## config.mk

```make
export PLATFORM = sky130hd
export DESIGN_NAME = regfile_dump_reader
export DESIGN_NICKNAME = d
export VERILOG_FILES = /design/src/rtl/rf_pkg.sv /design/src/rtl/rfdump_xor_acc.sv /design/src/rtl/regfile_dump_reader.sv
export SDC_FILE = /design/constraint.sdc
export NUM_CORES = 1
export LEC_CHECK = 0
export CORE_MARGIN = 3
export CORE_UTILIZATION = 41
export DETAILED_ROUTE_END_ITERATION = 8
export GPL_TIMING_DRIVEN = 0
export PLACE_DENSITY = 0.82
export RECOVER_POWER = 50
export SLEW_MARGIN = 40
export SYNTH_ARGS = -nofsm -noshare
export SYNTH_HDL_FRONTEND = slang
export SYNTH_HIERARCHICAL = 1
export SYNTH_SLANG_ARGS = --single-unit
```

## constraint.sdc

```tcl
create_clock -name clk -period 1.9 [get_ports clk]
set_clock_uncertainty 0.05 [all_clocks]
set_input_delay 0.57 -clock clk [delete_from_list [all_inputs] [get_ports clk]]
set_output_delay 0.57 -clock clk [all_outputs]
set_load 0.1 [all_outputs]
```

## src/rtl/rf_pkg.sv

```systemverilog
// Shared definitions for the register-file dump reader: default geometry and FSM encoding.
package rf_pkg;

  localparam int N     = 32;
  localparam int R     = 32;
  localparam int ASIZE = $clog2(R);

  typedef enum logic [2:0] {
    IDLE,
    ADDR,
    WAIT,
    SEND,
    CSUM,
    DONE
  } state_t;

endpackage

```

## src/rtl/rfdump_xor_acc.sv

```systemverilog
// N-bit XOR accumulator with synchronous clear and enable; feeds the optional checksum beat.
module rfdump_xor_acc #(
  parameter int N = 32
) (
  input  logic         clk,
  input  logic         rst,
  input  logic         clr,
  input  logic         en,
  input  logic [N-1:0] d,
  output logic [N-1:0] q
);

  always_ff @(posedge clk) begin
    if (rst || clr) q <= '0;
    else if (en)    q <= q ^ d;
  end

endmodule

```

## src/rtl/regfile_dump_reader.sv

```systemverilog
// Walks a register index range through the register file's registered read port and streams
// (index, data) beats on valid/ready. Define RFDUMP_CHECKSUM_EN to append an XOR checksum beat.
module regfile_dump_reader #(
  parameter int N     = rf_pkg::N,
  parameter int R     = rf_pkg::R,
  parameter int ASIZE = $clog2(R)
) (
  input  logic             clk,
  input  logic             rst,
  input  logic             start,
  input  logic [ASIZE-1:0] first_id,
  input  logic [ASIZE-1:0] last_id,
  output logic [ASIZE-1:0] rd_id,
  input  logic [N-1:0]     rd_data,
  output logic             out_valid,
  input  logic             out_ready,
  output logic [ASIZE-1:0] out_id,
  output logic [N-1:0]     out_data,
  output logic             out_last,
  output logic             busy,
  output logic             done
);

  import rf_pkg::*;

  state_t           state, state_nxt;
  logic [ASIZE-1:0] idx, last_q, idx_inc;
  logic             hs, at_last;

  assign hs      = out_valid && out_ready;
  assign at_last = (idx == last_q);
  assign idx_inc = (idx == ASIZE'(R - 1)) ? '0 : idx + 1'b1;

  // The index register doubles as the read address, so it naturally holds outside ADDR.
  assign rd_id = idx;

`ifdef RFDUMP_CHECKSUM_EN
  localparam state_t AFTER_LAST = CSUM;
  logic [N-1:0] acc_q;

  rfdump_xor_acc #(.N(N)) u_acc (
    .clk (clk),
    .rst (rst),
    .clr (state == IDLE && start),
    .en  (state == WAIT),
    .d   (rd_data),
    .q   (acc_q)
  );
`else
  localparam state_t AFTER_LAST = DONE;
`endif

  // NOTE: sequential state uses non-blocking assignments so every flop samples pre-edge values.
  always_ff @(posedge clk) begin
    if (rst) state <= IDLE;
    else     state <= state_nxt;
  end

  always_comb begin
    // NOTE: default first so no path through the case leaves state_nxt unassigned (no latch).
    state_nxt = state;
    case (state)
      IDLE:    if (start) state_nxt = ADDR;
      ADDR:    state_nxt = WAIT;
      WAIT:    state_nxt = SEND;
      SEND:    if (hs) state_nxt = at_last ? AFTER_LAST : ADDR;
      CSUM:    if (hs) state_nxt = DONE;
      DONE:    state_nxt = IDLE;
      default: state_nxt = IDLE;
    endcase
  end

  always_comb begin
    out_valid = (state == SEND) || (state == CSUM);
    busy      = (state == ADDR) || (state == WAIT) || (state == SEND) || (state == CSUM);
    done      = (state == DONE);
`ifdef RFDUMP_CHECKSUM_EN
    out_last  = (state == CSUM);
`else
    out_last  = (state == SEND) && at_last;
`endif
  end

  // Beat payload is captured once in WAIT and held through backpressure.
  always_ff @(posedge clk) begin
    if (rst) begin
      idx      <= '0;
      last_q   <= '0;
      out_id   <= '0;
      out_data <= '0;
    end else begin
      case (state)
        IDLE: if (start) begin
          idx    <= first_id;
          last_q <= last_id;
        end
        WAIT: begin
          out_id   <= idx;
          out_data <= rd_data;
        end
        SEND: if (hs) begin
          if (!at_last) idx <= idx_inc;
`ifdef RFDUMP_CHECKSUM_EN
          else begin
            out_id   <= '0;
            out_data <= acc_q;
          end
`endif
        end
        default: ;
      endcase
    end
  end

endmodule

```

## Word-level counts from Yosys, hierarchy flattened

Cells that the tools add are included.

| word-level totals | value |
|---|---|
| bits of input ports | 46 |
| logic and storage cells | 38 |
| flip-flop bits (word level) | 50 |

| cells by class | value |
|---|---|
| equality and inequality tests | 11 |
| $add $sub $neg | 1 |
| mux-type cells | 10 |
| reduce and logical (&&, ||, !) cells | 11 |

Operators with widths:

| cell | count |
|---|---|
| 2-to-1 mux 5 bit | 4 |
| one-hot mux 3 bit (5 select lines) | 1 |
| 2-to-1 mux 3 bit | 4 |
| one-hot mux 5 bit (2 select lines) | 1 |
| inequality test 2 bit, second input constant | 4 |
| == test 3 x 2 -> 1 bit, second input constant | 2 |
| == test 3 bit, second input constant | 2 |
| adder 5 x 1 -> 5 bit, second input constant | 1 |
| == test 5 bit | 1 |
| == test 5 bit, second input constant | 1 |
| logical OR 1 bit | 4 |
| AND reduction 4 bit | 1 |
| == test 3 x 1 -> 1 bit, second input constant | 1 |
| logical NOT 3 bit | 1 |
| AND reduction 3 bit | 1 |
| logical AND 1 bit | 2 |
| AND reduction 2 bit | 1 |
| nonzero test 2 bit | 1 |

## Logic depth before layout (Yosys ltp)

| depth | value |
|---|---|
| depth after elaboration | 5 |
| depth in mapped cells | 6 |
| gate-level depth less buffers | 6 |

## Worst setup path after synthesis

No wires, ideal clock.

| timing | value |
|---|---|
| kind | reg2out |
| start | register idx[2], in the netlist rd_id[2] |
| end | output port out_last |
| cell stages (with the launch flop) | 5 |
| arrival | 3.418 ns |
| slack | -2.138 ns |
| required time | 1.280 ns |
| cells stage by stage | dfxtp_1 -> buf_2 -> xor2_1 -> nor3_1 -> nor4b_2 |

| on the way | value |
|---|---|
| longest elaborated chain between the ends | 2 |

Ends and longest elaborated chain:

| element | line | source |
|---|---|---|
| from (decl) | regfile_dump_reader.sv:27 | `logic [ASIZE-1:0] idx, last_q, idx_inc;` |
| from (signal assigned) | regfile_dump_reader.sv:94 | `idx <= first_id;` |
| from (signal assigned) | regfile_dump_reader.sv:102 | `if (!at_last) idx <= idx_inc;` |
| == test 5 bit | regfile_dump_reader.sv:31 | `assign at_last = (idx == last_q);` |
| logical AND 1 bit | regfile_dump_reader.sv:80 | `out_last = (state == SEND) && at_last;` |
| to (decl) | regfile_dump_reader.sv:19 | `output logic out_last,` |

Every way passes these cells.

## Worst setup path after layout

| timing | value |
|---|---|
| start | register idx[4], in the netlist rd_id[4] |
| end | output port out_last |

Same word-level chain as after synthesis.

==> out/results.tsv <==
metric	value	unit
fin_nets	405	
hold_end	out_data[19]	
power.internal	0.00179	W
worstPathMaxFanout	4	
reg2regPathDepth	9	
max_slew_margin	65.4	%
clk_pin_slew_worst_paths	100	ps
dp_slack	-383	ps
status	finished, violations left	
grtUsageTotal	19.9	%
die_h	75.2	um
antenna_found_initial	0	
worstSetupStartpointType	flop	
synth.avg_cell_area	8.08	um2
synthFlopType	dfxtp_1	
remaining_drc_errors	0	
synthArstFlopShare	0	%
clock-sinks	50	
synth_edf_count	0	
grt_start_max_net_pins	18	
final_max_slew_viol_count	0	
p_sw_share	39.1	%
initialDrtViolationCount	91	
antenna_cells	0	
violations	negative setup slack	
rsz0062_at_grt	true	
cpPeakStageDelay	370	ps
path_class	flop to primary output	
yosysMostFrequentCell	nand2_1	
area_delta_synth_final	59.7	%
crit_required	1280	ps
p_per_area	938	nW/um2
root_buffer	clkbuf_8	
cts_max_level	2	
ys_top_cells_by_count	nand2_1 (81), dfxtp_1 (50), a21oi_1 (44)	
die-area	5650	um2
worstPathArrival	1640	ps
cp-end-kind	primary output	
hold_viol_final	0	
syn-num-nets	291	
fmax	442	MHz
combPwrFrac	35.7	%
r2r-start	state[0]	
drive_above_1_share	26.8	%
dp_hpwl	3.96	mm
synthTopCellsByArea	dfxtp_1 (51%), nand2_1 (15%), a21oi_1 (11%), mux2i_1 (2.5%), clkbuf_1 (2.5%)	
via_per_inst	5.05	
synth_warnings	6	
fin_crit	2260	ps
drt_wl_total	5.73	mm
p_switching	0.00115	W
cts_tree	done	
min_path_cells	2	
peakVddDrop	0.000748	V
period_share	119	%
grt_pass1_wl	8.59	mm
worstMarginPinSlew	520	ps
io_pins	92	
cts_buffers	5	
core_area	4470	um2
antenna_left	0	
clock_path_buffers	2	
synthCells	243	
fp-row-count	24	
gr-total-overflow	0	
finalSetupViolCount	4	
crit_chain	xor2_1 > nor3_2 > nor4b_4 > buf_6	
pwr-share-clk	24.3	%
clk_latency	310	ps
die_w	75.2	um
fill_cells	378	
synth_top_area_cell	dfxtp_1	
synth-seq-cells	50	
drt-pass1-iter-count	4	
ys_seq_area_share	51.0	%
seq_power_share	40.0	%
place_congestion	0.759	
hold_start	out_data[19]	
wl_per_cell	14.0	um
ys_types	26	
hp-class	flop to flop	
vias	2071	
hold-worst-slack	406	ps
initial_utilization	43.9	%
cts_hold_buf	0	
maxCapViolations	0	
synth_area	1960	um2
worst_slack	-363	ps
p_leak	1.34	nW
synth_top_cell_area_share	51.0	%
worstReg2RegEnd	rd_id[0]	
slowest_stage	dfxtp_4	
r2r_slack	40	ps
grt_pass1_vias	1877	
portBuffers	90	
## timing repair
| action | in CTS | in global routing |
|---|---|---|
| endpoints found under the hold margin | 0 | 0 |
| endpoints found under the setup margin | 9 | 35 |
| gates resized for setup | 22 | 22 |
| cloned | 0 | 0 |
| setup buffers | 13 | 9 |
| pin swaps | 6 | 8 |
## cell usage in the layout (no fill, tap or decap), types with 5 or more instances in the layout
cell,count
dfxtp_4,6
xor2_1,5
a21oi_1,43
clkbuf_8,5
buf_6,5
clkdlybuf4s50_1,43
buf_4,15
buf_2,41
mux2i_1,5
dfxtp_1,44
clkbuf_1,8
nand2_1,79
nor2_1,12
## flip-flops by register name (all words and copies together) (netlist names)
register and cells:
out_data 32, last_q 5, out_id 5, rd_id 5, state 3
## critical path: cells and delay by family (launching register included)
family	cells	cell delay [ps]
XOR/XNOR	1	140
buffers and inverters	1	270
flip-flops	1	370
AND/OR/NAND/NOR	2	550
## final cells by class
cell class,count,area [um2],share of cell area (%)
clock buffers,6,93.8,2.99
plain buffers,12,48.8,1.56
flip-flops and latches,50,1020,32.6
inverters,2,7.51,0.239
well taps,52,65.1,2.08
repair buffers,110,902,28.8
clock inverters,2,17.5,0.559
multi-input cells,176,977,31.2
## routing by layer
| metal | GRT usage, % | part of all wire (%) | up-vias |
|---|---|---|---|
| met4 | 7.57 | 1.7 | 0 |
| met3 | 4.67 | 8.0 | 10 |
| met2 | 34.0 | 48 | 92 |
| met5 | 0 | 0 | - |
| li1 | - | - | 1033 |
| met1 | 24.2 | 42 | 936 |
## power groups by stage
stage / clock [W] / sequential (W) / combinational [W]
after floorplan: 0 / 0.00162 / 0.000288
after global placement: 0 / 0.00121 / 0.000967
after detailed placement: 0 / 0.00121 / 0.000917
after CTS: 0.000729 / 0.00118 / 0.000995
after global routing: 0.000770 / 0.00119 / 0.00111
final: 0.000714 / 0.00118 / 0.00105
## worst max-delay path by stage
stage,startpoint,end,slack (ps),cells after the start
finish,rd_id[4],out_last,-360,4
CTS,rd_id[2],out_last,-340,4
floorplan,rd_id[2],out_last,-770,4
detailed placement,out_ready,rd_id[2],-380,6
global route,rd_id[4],out_last,-420,4
global placement,rd_id[2],out_last,-980,5
## cell families (layout without fill, tap and decap cells)
kind of cell | Yosys count | count (layout) | synth area share [%]
AOI/OAI and AO/OA | 52 | 52 | 14.9
muxes | 5 | 5 | 2.55
xor gates and xnor gates | 7 | 7 | 3.12
adders and majority gates | 2 | 2 | 1.27
buffers and inverters | 17 | 132 | 3.38
DFF | 50 | 50 | 51.0
and+or+nand+nor | 110 | 110 | 23.8
## through the flow
step                      instance area (um2)  cells  total power, W  TNS (ps)  utilization [%]
after CTS                                3050    405         0.00290      -391             68.2
after detailed placement                 2780    385         0.00212     -3120             62.1
after global placement                   3010    385         0.00217    -12580             67.3
after floorplan                          2040    243         0.00191     -1320                -
after global routing                     3140    410         0.00306      -907             70.1
final                                    3140    410         0.00294      -572             70.1
No activity file was read; power rests on OpenSTA's default activity.
